[src/rtl/hzrd_scbd.sv]
`default_nettype none
// ============================================================================
// Module   : hzrd_scbd
// Purpose  : Hazard-detection / scoreboard unit beside the decode stage of an
//            in-order integer pipeline. It tracks destination registers through
//            DEPTH post-decode stages and drives a one-hot forwarding select per
//            source operand. It stalls decode on load-use hazards that cannot
//            be forwarded yet, and on RAW / WAW / structural hazards against a
//            single long-latency multi-cycle (mul/div) unit.
// Ports    : i_clk, i_rst        clock, asynchronous active-high reset
//            i_rd_wen/i_rd_waddr decode destination
//            i_rs1/2_raddr       decode sources
//            i_is_load, i_is_mc  decode instruction class
//            i_mc_lat            multi-cycle latency (0 behaves as 1)
//            i_flush             decode instruction squashed
//            i_data_busy         pipeline frozen by a D-cache miss
//            o_if_id_halt        hold PC and IF/ID
//            o_id_ex_halt        inject bubble into EX
//            o_frwd_op1/2        one-hot forward select (0 = register file)
//            o_mc_busy           multi-cycle unit occupied
// Revision : 1.0 - initial release
// ============================================================================
module hzrd_scbd #(
  parameter int ADDR_W = 5,
  parameter int DEPTH  = 3,
  parameter int LD_RDY = 1,
  parameter int MC_W   = 6
) (
  input  logic              i_clk,
  input  logic              i_rst,
  input  logic              i_rd_wen,
  input  logic [ADDR_W-1:0] i_rd_waddr,
  input  logic [ADDR_W-1:0] i_rs1_raddr,
  input  logic [ADDR_W-1:0] i_rs2_raddr,
  input  logic              i_is_load,
  input  logic              i_is_mc,
  input  logic [MC_W-1:0]   i_mc_lat,
  input  logic              i_flush,
  input  logic              i_data_busy,
  output logic              o_if_id_halt,
  output logic              o_id_ex_halt,
  output logic [DEPTH-1:0]  o_frwd_op1,
  output logic [DEPTH-1:0]  o_frwd_op2,
  output logic              o_mc_busy
);

  // Tracking entries: index 0 is EX, index DEPTH-1 is the last stage before
  // register-file write.
  logic [DEPTH-1:0]  ent_valid;
  logic [DEPTH-1:0]  ent_load;
  logic [ADDR_W-1:0] ent_addr [DEPTH];

  logic [MC_W-1:0]   mc_cnt;
  logic [ADDR_W-1:0] mc_waddr;

  logic [DEPTH-1:0]  sel1;
  logic [DEPTH-1:0]  sel2;
  logic              ld_stall1;
  logic              ld_stall2;
  logic              mc_raw;
  logic              mc_waw;
  logic              mc_struct;
  logic              stall;
  logic              mc_issue;
  logic [MC_W-1:0]   mc_lat_eff;

  // Youngest-match search: walk from the oldest stage to the youngest so the
  // lowest-index match is the one left standing. A load match that is not yet
  // at a data-carrying stage turns into a stall instead of a forward.
  always_comb begin
    sel1      = '0;
    sel2      = '0;
    ld_stall1 = 1'b0;
    ld_stall2 = 1'b0;
    for (int k = DEPTH - 1; k >= 0; k--) begin
      if (ent_valid[k] && (ent_addr[k] == i_rs1_raddr) && (i_rs1_raddr != '0)) begin
        sel1      = '0;
        ld_stall1 = ent_load[k] && (k < LD_RDY);
        if (!ld_stall1) begin
          sel1[k] = 1'b1;
        end
      end
      if (ent_valid[k] && (ent_addr[k] == i_rs2_raddr) && (i_rs2_raddr != '0)) begin
        sel2      = '0;
        ld_stall2 = ent_load[k] && (k < LD_RDY);
        if (!ld_stall2) begin
          sel2[k] = 1'b1;
        end
      end
    end
  end

  assign o_mc_busy = (mc_cnt != '0);

  // x0 never hazards, so a reader or writer of x0 never collides with the
  // multi-cycle destination.
  assign mc_raw    = o_mc_busy &&
                     (((i_rs1_raddr != '0) && (i_rs1_raddr == mc_waddr)) ||
                      ((i_rs2_raddr != '0) && (i_rs2_raddr == mc_waddr)));
  assign mc_waw    = o_mc_busy && i_rd_wen && (i_rd_waddr != '0) &&
                     (i_rd_waddr == mc_waddr);
  assign mc_struct = o_mc_busy && i_is_mc;

  assign stall = (ld_stall1 || ld_stall2 || mc_raw || mc_waw || mc_struct) && !i_flush;

  assign o_if_id_halt = stall;
  assign o_id_ex_halt = stall;
  assign o_frwd_op1   = stall ? '0 : sel1;
  assign o_frwd_op2   = stall ? '0 : sel2;

  assign mc_issue   = i_is_mc && !stall && !i_flush && !i_data_busy;
  assign mc_lat_eff = (i_mc_lat == '0) ? MC_W'(1) : i_mc_lat;

  always_ff @(posedge i_clk or posedge i_rst) begin
    if (i_rst) begin
      ent_valid <= '0;
      ent_load  <= '0;
      for (int k = 0; k < DEPTH; k++) begin
        ent_addr[k] <= '0;
      end
      mc_cnt   <= '0;
      mc_waddr <= '0;
    end else begin
      // Pipeline tracking advances only when the pipeline itself advances.
      if (!i_data_busy) begin
        for (int k = DEPTH - 1; k >= 1; k--) begin
          ent_valid[k] <= ent_valid[k-1];
          ent_load[k]  <= ent_load[k-1];
          ent_addr[k]  <= ent_addr[k-1];
        end
        // Multi-cycle results come from the MC unit, not the pipeline, so
        // they enter the pipeline as a bubble.
        ent_valid[0] <= !(stall || i_flush || i_is_mc) && i_rd_wen && (i_rd_waddr != '0);
        ent_load[0]  <= i_is_load;
        ent_addr[0]  <= i_rd_waddr;
      end
      // The MC unit keeps counting through a D-cache freeze.
      if (mc_issue) begin
        mc_cnt   <= mc_lat_eff;
        mc_waddr <= i_rd_waddr;
      end else if (mc_cnt != '0) begin
        mc_cnt <= mc_cnt - MC_W'(1);
      end
    end
  end

endmodule
`default_nettype wire

[config.mk]
export PLATFORM = sky130hd
export DESIGN_NAME = hzrd_scbd
export DESIGN_NICKNAME = d
export VERILOG_FILES = /design/src/rtl/hzrd_scbd.sv
export SDC_FILE = /design/constraint.sdc
export NUM_CORES = 1
export LEC_CHECK = 0
export ABC_AREA = 1
export CORE_MARGIN = 2
export CORE_UTILIZATION = 59
export DETAILED_ROUTE_END_ITERATION = 8
export HOLD_SLACK_MARGIN = 0.12
export PLACE_DENSITY = 0.86
export RECOVER_POWER = 100
export SLEW_MARGIN = 20
export SYNTH_ARGS = -nofsm -noshare
export SYNTH_HDL_FRONTEND = slang
export SYNTH_SLANG_ARGS = --single-unit
[constraint.sdc]
create_clock -name i_clk -period 3.4 [get_ports i_clk]
set_input_delay 0.51 -clock i_clk [delete_from_list [all_inputs] [get_ports i_clk]]
set_output_delay 0.51 -clock i_clk [all_outputs]
set_load 0.01 [all_outputs]
==> After elaboration in Yosys (flattened, before gate mapping) <==
Cells that the tools add are included.
{ "word_totals": {"out_inout_bits": 9, "input_bits": 28, "ff_bits": 30} }
{ "op_classes": {"n_mux": 14, "n_reduce_logical": 42, "addsub": 1, "eq_ne": 9} }
{ "ops": {"columns": ["operator", "n"], "rows": [
  ["== test 5 bit", 9],
  ["logical AND 1 bit", 25],
  ["two-way mux 3 bit", 8],
  ["two-way mux 6 bit", 3],
  ["nonzero test 5 bit", 3],
  ["logical OR 1 bit", 7],
  ["zero test 6 bit", 1],
  ["nonzero test 6 bit", 1],
  ["subtractor 6 x 1 -> 6 bit (second input constant)", 1],
  ["zero test 1 bit", 4],
  ["two-way mux 1 bit", 3],
  ["nonzero test 2 bit", 1]
]} }

==> Longest topological paths before layout <==
{ "depth": {"ltp_word": 14, "mapped_depth": 15, "depth_no_buf": 14} }

==> Worst setup path before layout <==
OpenSTA, ideal clock, no wires.
{ "synth_timing": {"path_type": "register to output", "start": "register mc_cnt[0]", "end": "output o_frwd_op1[2]", "path_stages_with_launch": 13, "path_slack_ns": 1.200, "n_path_buf": 0, "t_arrival_ns": 1.690, "path_cell_list": "dfrtp_1 inv_1 ha_1 inv_1 nor2_2 nand3_4 nand2_1 inv_1 nor2_1 nand2_2 nor2_4 nor2_8 nor2_1"} }
{ "synth_between": {"elab_chain_cells": 8} }
{ "synth_rtl": {"columns": ["element", "line_no", "source"], "rows": [
  ["from (decl)", "53", "logic [MC_W-1:0] mc_cnt;"],
  ["from (signal assigned)", "139", "mc_cnt <= mc_lat_eff;"],
  ["from (signal assigned)", "142", "mc_cnt <= mc_cnt - MC_W'(1);"],
  ["nonzero test 6 bit *", "93", "assign o_mc_busy = (mc_cnt != '0);"],
  ["via o_mc_busy", "44", "output logic o_mc_busy"],
  ["logical AND 1 bit (3 in series)", "100", "assign mc_waw = o_mc_busy && i_rd_wen && (i_rd_waddr != '0) &&"],
  ["logical OR 1 bit", "104", "assign stall = (ld_stall1 || ld_stall2 || mc_raw || mc_waw || mc_struct) && !i_flush;"],
  ["logical OR 1 bit *", "104", null],
  ["logical AND 1 bit *", "104", null],
  ["via o_id_ex_halt", "41", "output logic o_id_ex_halt,"],
  ["two-way mux 3 bit *", "108", "assign o_frwd_op1 = stall ? '0 : sel1;"],
  ["to (decl)", "42", "output logic [DEPTH-1:0] o_frwd_op1,"]
]} }
Mark *: on every way through the listed nets, which the timed path passes. The rest lies on a longest branch.

==> Worst setup path in the final report <==
{ "layout_timing": {"start": "input i_rs1_raddr[4]", "end": "output o_frwd_op2[0]"} }
{ "layout_between": {"elab_chain_cells": 10} }
{ "layout_rtl": {"columns": ["element", "line_no", "source"], "rows": [
  ["from (decl)", "33", "input logic [ADDR_W-1:0] i_rs1_raddr,"],
  ["== test 5 bit", "76", "if (ent_valid[k] && (ent_addr[k] == i_rs1_raddr) && (i_rs1_raddr != '0)) begin"],
  ["logical AND 1 bit (2 in series)", "76", null],
  ["two-way mux 1 bit", "76", null],
  ["logical OR 1 bit", "104", null],
  ["logical OR 1 bit * (3 in series)", "104", null],
  ["logical AND 1 bit *", "104", null],
  ["two-way mux 3 bit *", "109", "assign o_frwd_op2 = stall ? '0 : sel2;"],
  ["to (decl)", "43", "output logic [DEPTH-1:0] o_frwd_op2,"]
]} }
Mark *: on every way between the ends. The rest lies on a longest branch, timed or not.

==> reports/metrics.csv <==
metric;value;unit
number of non-filler instances in the completed layout;430;
largest family of logic cells by synthesized area;simple AND/OR/NAND/NOR gates;
data required time of the critical path;2.89;ns
effective utilization at floorplan;60.7;%
Switch Pwr;0.000554;W
total area of multi-input combinational cells;1320;um2
core footprint;3940;um2
register area;751;um2
part of the power in combinational logic;34.6;%
relative contribution of the clock network to total power;29.9;%
post-detail-place hpwl;4580;um
slew at the pin closest to its max-slew limit;1.62;ns
endpoint kind of the worst setup timing path;output port;
CTS tree;yes;
number of diodes added for antenna fixing;0;
global-route track usage on met1;36.8;%
worst setup slack after layout;0.149;ns
violations in the final reports;capacitance limit, slew limit;
Critical Path Fanout Max;8;
Post-DRT Antenna Nets;0;
final RePlAce weighted congestion;0.982;
number of DRC violations after detailed routing;0;
number of pins exceeding their max-slew limit in the final report;31;
sequential share of power;35.5;%
proportion of synthesized chip area in sequential cells;31.4;%
Placement Rows;23;
timing-limited maximum frequency;308;MHz
global-route wire length before repair;9910;um
crit start category;input port;
count of input and output buffers;36;
total power;0.00152;W
total internal power;0.000967;W
parity-gate share of the synthesized area counting xor and xnor cells;7.32;%
pre-CTS worst setup slack;0.0608;ns
number of hold buffers added after CTS;0;
grt peak-use layer;met2;
CTS H-tree depth;2;
met3 Track Usage GR;6.50;%
final worst-path cycle share;95.6;%
run status;finished with violations;
portion of netlist area occupied by mux cells;0;%
total standard cell area after synthesis;2390;um2
clock insertion delay at the later pin of the skew report;0.29;ns
type of the worst setup path;in2out;
hold violation total from the final report;0;
Ports;37;
fraction of the mapped netlist area in compound gates;12.0;%
NumNets Final;408;
setup repair after global routing missed its margin;false;
TritonCTS Buffers;5;
fraction of the mapped netlist area in adder cells;0.523;%
average cell area after synthesis;7.00;um2
worst rel slew slack;-8.07;%
via count of the first global-routing pass;2133;
number of maximum-capacitance constraint violations;1;
sum of routed wire length over all layers;6160;um
filler instances;323;
clock tree root buffer cell;sky130_fd_sc_hd__clkbuf_8;
switching share of total power;36.4;%
count of different cell masters after synthesis;37;
number of antenna violations at the first check in global routing;0;
length of the first detailed-routing pass in iterations;7;
met2 capacity usage during global routing;48.4;%
sum of overflow across all layers after global routing;0;
post-CTS clock slew at the launch and capture registers of the worst setup and hold paths;0.07;ns
worst clock skew;0.00715;ns
vertical die dimension;67.7;um
Cells after Synth;342;
fraction of layout cells with a size suffix above 1;13.7;%
number of buffers on the longest clock path;2;
via density per instance;5.52;
static power due to leakage;1.44;nW
register bit count reported by yosys;30;
final setup vio count;0;
minimum clock period;3.25;ns
wire length per cell after detailed routing;14.3;um
arrival time at the worst endpoint;2.74;ns
Clock Sink Count;30;
worst min-delay path category;reg2reg;
post-layout utilization of the core;73.1;%
power density of the placed cells;528;nW/um2
number of placed instances with taps included;420;
number of synthesis warnings;0;
Die Area;4580;um2
area growth from synthesis to layout;20.3;%
First DRT Iteration DRCs;219;
horizontal die dimension;67.7;um
maximum VDD drop;0.353;mV
count of vias placed by the detailed router;2374;
overall track demand over capacity in global routing;29.1;%
synthesized net count;371;
post-synthesis share of cell area spent on and, or, nand and nor gates;37.0;%
Setup TNS Final;0;ns
pin count of the biggest net entering global routing;31;
-- logic make-up after synthesis --
family / after synthesis
simple gates: 180
buf+inv: 66
compound gates: 45
flops: 30
xor+xnor: 20
fa+ha+maj: 1
-- power groups by stage --
stage                     clock network (W)  registers [W]  logic [W]
final                              0.000455       0.000539   0.000526
after global routing               0.000475       0.000545   0.000603
after CTS                          0.000460       0.000534   0.000549
after detailed placement                  0       0.000539   0.000542
after global placement                    0       0.000532   0.000523
after floorplan                           0       0.000513   0.000427
-- final timing paths --
| kind | start | cells past startpoint | end | slack, ns |
|---|---|---|---|---|
| max | i_rs1_raddr[4] | 13 | o_frwd_op2[0] | 0.15 |
| min | ent_valid[1]$_DFFE_PP0N_ | 2 | ent_valid[2]$_DFFE_PP0N_ | 0.55 |
| max reg2reg | mc_cnt[0]$_DFFE_PP0P_ | 10 | mc_waddr[0]$_DFFE_PP0P_ | 0.89 |
| min reg2reg | ent_valid[1]$_DFFE_PP0N_ | 2 | ent_valid[2]$_DFFE_PP0N_ | 0.55 |
| max in group asynchronous | i_rst | 3 | mc_cnt[5]$_DFFE_PP0P_ | 1.23 |
| min in group asynchronous | i_rst | 3 | mc_waddr[4]$_DFFE_PP0P_ | 1.22 |
-- worst max-delay path, stage by stage --
cell and delay, ns:
sky130_fd_sc_hd__clkdlybuf4s50_1 0.57, sky130_fd_sc_hd__inv_2 0.15, sky130_fd_sc_hd__nand2_2 0.08, sky130_fd_sc_hd__nor2_4 0.11, sky130_fd_sc_hd__nor2_2 0.06, sky130_fd_sc_hd__nand2_2 0.11, sky130_fd_sc_hd__nand2_1 0.06, sky130_fd_sc_hd__nand2_1 0.07
sky130_fd_sc_hd__nand2_2 0.06, sky130_fd_sc_hd__nor2_4 0.19, sky130_fd_sc_hd__nor2_8 0.07, sky130_fd_sc_hd__nor3_2 0.12, sky130_fd_sc_hd__clkdlybuf4s50_1 0.56
-- state kept, by name, indices dropped and copies added (netlist names) --
name       count
ent_valid      3
mc_waddr       5
ent_addr      15
ent_load       1
mc_cnt         6
-- stage by stage --
step	hold slack (ns)	cell area, um2
2_1_floorplan	0.484	2390
3_3_place_gp	0.517	2760
3_5_place_dp	0.531	2760
4_1_cts	0.549	2900
5_1_grt	0.573	2880
6_report	0.551	2880
-- cells in the final DEF (no fill, tap or decap) --
| cell type | instances |
|---|---|
| sky130_fd_sc_hd__o22ai_1 | 5 |
| sky130_fd_sc_hd__buf_4 | 2 |
| sky130_fd_sc_hd__nand4_1 | 9 |
| sky130_fd_sc_hd__o21ai_0 | 26 |
| sky130_fd_sc_hd__bufinv_16 | 2 |
| sky130_fd_sc_hd__dfrtp_1 | 30 |
| sky130_fd_sc_hd__o22ai_2 | 1 |
| sky130_fd_sc_hd__inv_1 | 45 |
| sky130_fd_sc_hd__nand3_1 | 9 |
| sky130_fd_sc_hd__nand2_1 | 106 |
| sky130_fd_sc_hd__clkbuf_1 | 2 |
| sky130_fd_sc_hd__clkbuf_8 | 6 |
| sky130_fd_sc_hd__and2_0 | 1 |
| sky130_fd_sc_hd__ha_1 | 1 |
| sky130_fd_sc_hd__inv_2 | 10 |
| sky130_fd_sc_hd__xnor2_1 | 10 |
| sky130_fd_sc_hd__nor2_1 | 21 |
| sky130_fd_sc_hd__xor2_1 | 10 |
| sky130_fd_sc_hd__a21oi_1 | 7 |
| sky130_fd_sc_hd__nor2_4 | 5 |
| sky130_fd_sc_hd__and2_1 | 1 |
| sky130_fd_sc_hd__nor3_2 | 4 |
| sky130_fd_sc_hd__nor4_1 | 3 |
| sky130_fd_sc_hd__dlymetal6s2s_1 | 5 |
| sky130_fd_sc_hd__o211ai_1 | 1 |
| sky130_fd_sc_hd__nand3_4 | 1 |
| sky130_fd_sc_hd__nor3_1 | 2 |
| sky130_fd_sc_hd__clkinv_1 | 1 |
| sky130_fd_sc_hd__a31o_2 | 1 |
| sky130_fd_sc_hd__o21ai_2 | 2 |
| sky130_fd_sc_hd__nand3_2 | 3 |
| sky130_fd_sc_hd__nor2_2 | 6 |
| sky130_fd_sc_hd__nor2_8 | 1 |
| sky130_fd_sc_hd__clkdlybuf4s50_1 | 28 |
| sky130_fd_sc_hd__nand2_2 | 8 |
| sky130_fd_sc_hd__o2111ai_1 | 2 |
| sky130_fd_sc_hd__dlygate4sd3_1 | 3 |
-- synth_stat cells, drive strengths merged --
master,number,area (um2)
a21oi,7,35.0
a31o,1,8.76
and2,2,12.5
buf,6,57.5
clkbuf,4,15.0
clkinv,1,3.75
dfrtp,30,751
ha,1,12.5
inv,55,206
nand2,114,448
nand3,13,92.6
nand4,9,71.3
nor2,33,193
nor3,6,50.1
nor4,3,18.8
o2111ai,2,17.5
o211ai,1,7.51
o21ai,28,174
o22ai,6,43.8
xnor2,10,87.6
xor2,10,87.6
-- timing repair --
| item | 4_1_cts | 5_1_grt |
|---|---|---|
| resized for setup | 0 | 5 |
| endpoints found under the setup margin | 0 | 8 |
| buffers inserted | 0 | 2 |
| endpoints found under the hold margin | 0 | 0 |
-- layer usage --
layer	vias to the layer above	part of all wire (%)
met4	0	3.8
met2	101	48
met3	28	7.0
met1	1097	41
met5	-	0
li1	1148	-
-- area by class of cell --
cell class | instances | share of cell area [%]
Tap cell | 50 | 2.17
Multi-Input combinational cell | 246 | 45.8
Inverter | 56 | 7.30
Sequential cell | 30 | 26.1
Timing Repair Buffer | 40 | 13.7
Clock inverter | 2 | 2.09
Clock buffer | 6 | 2.87
Power figures use the tool's default switching activity.
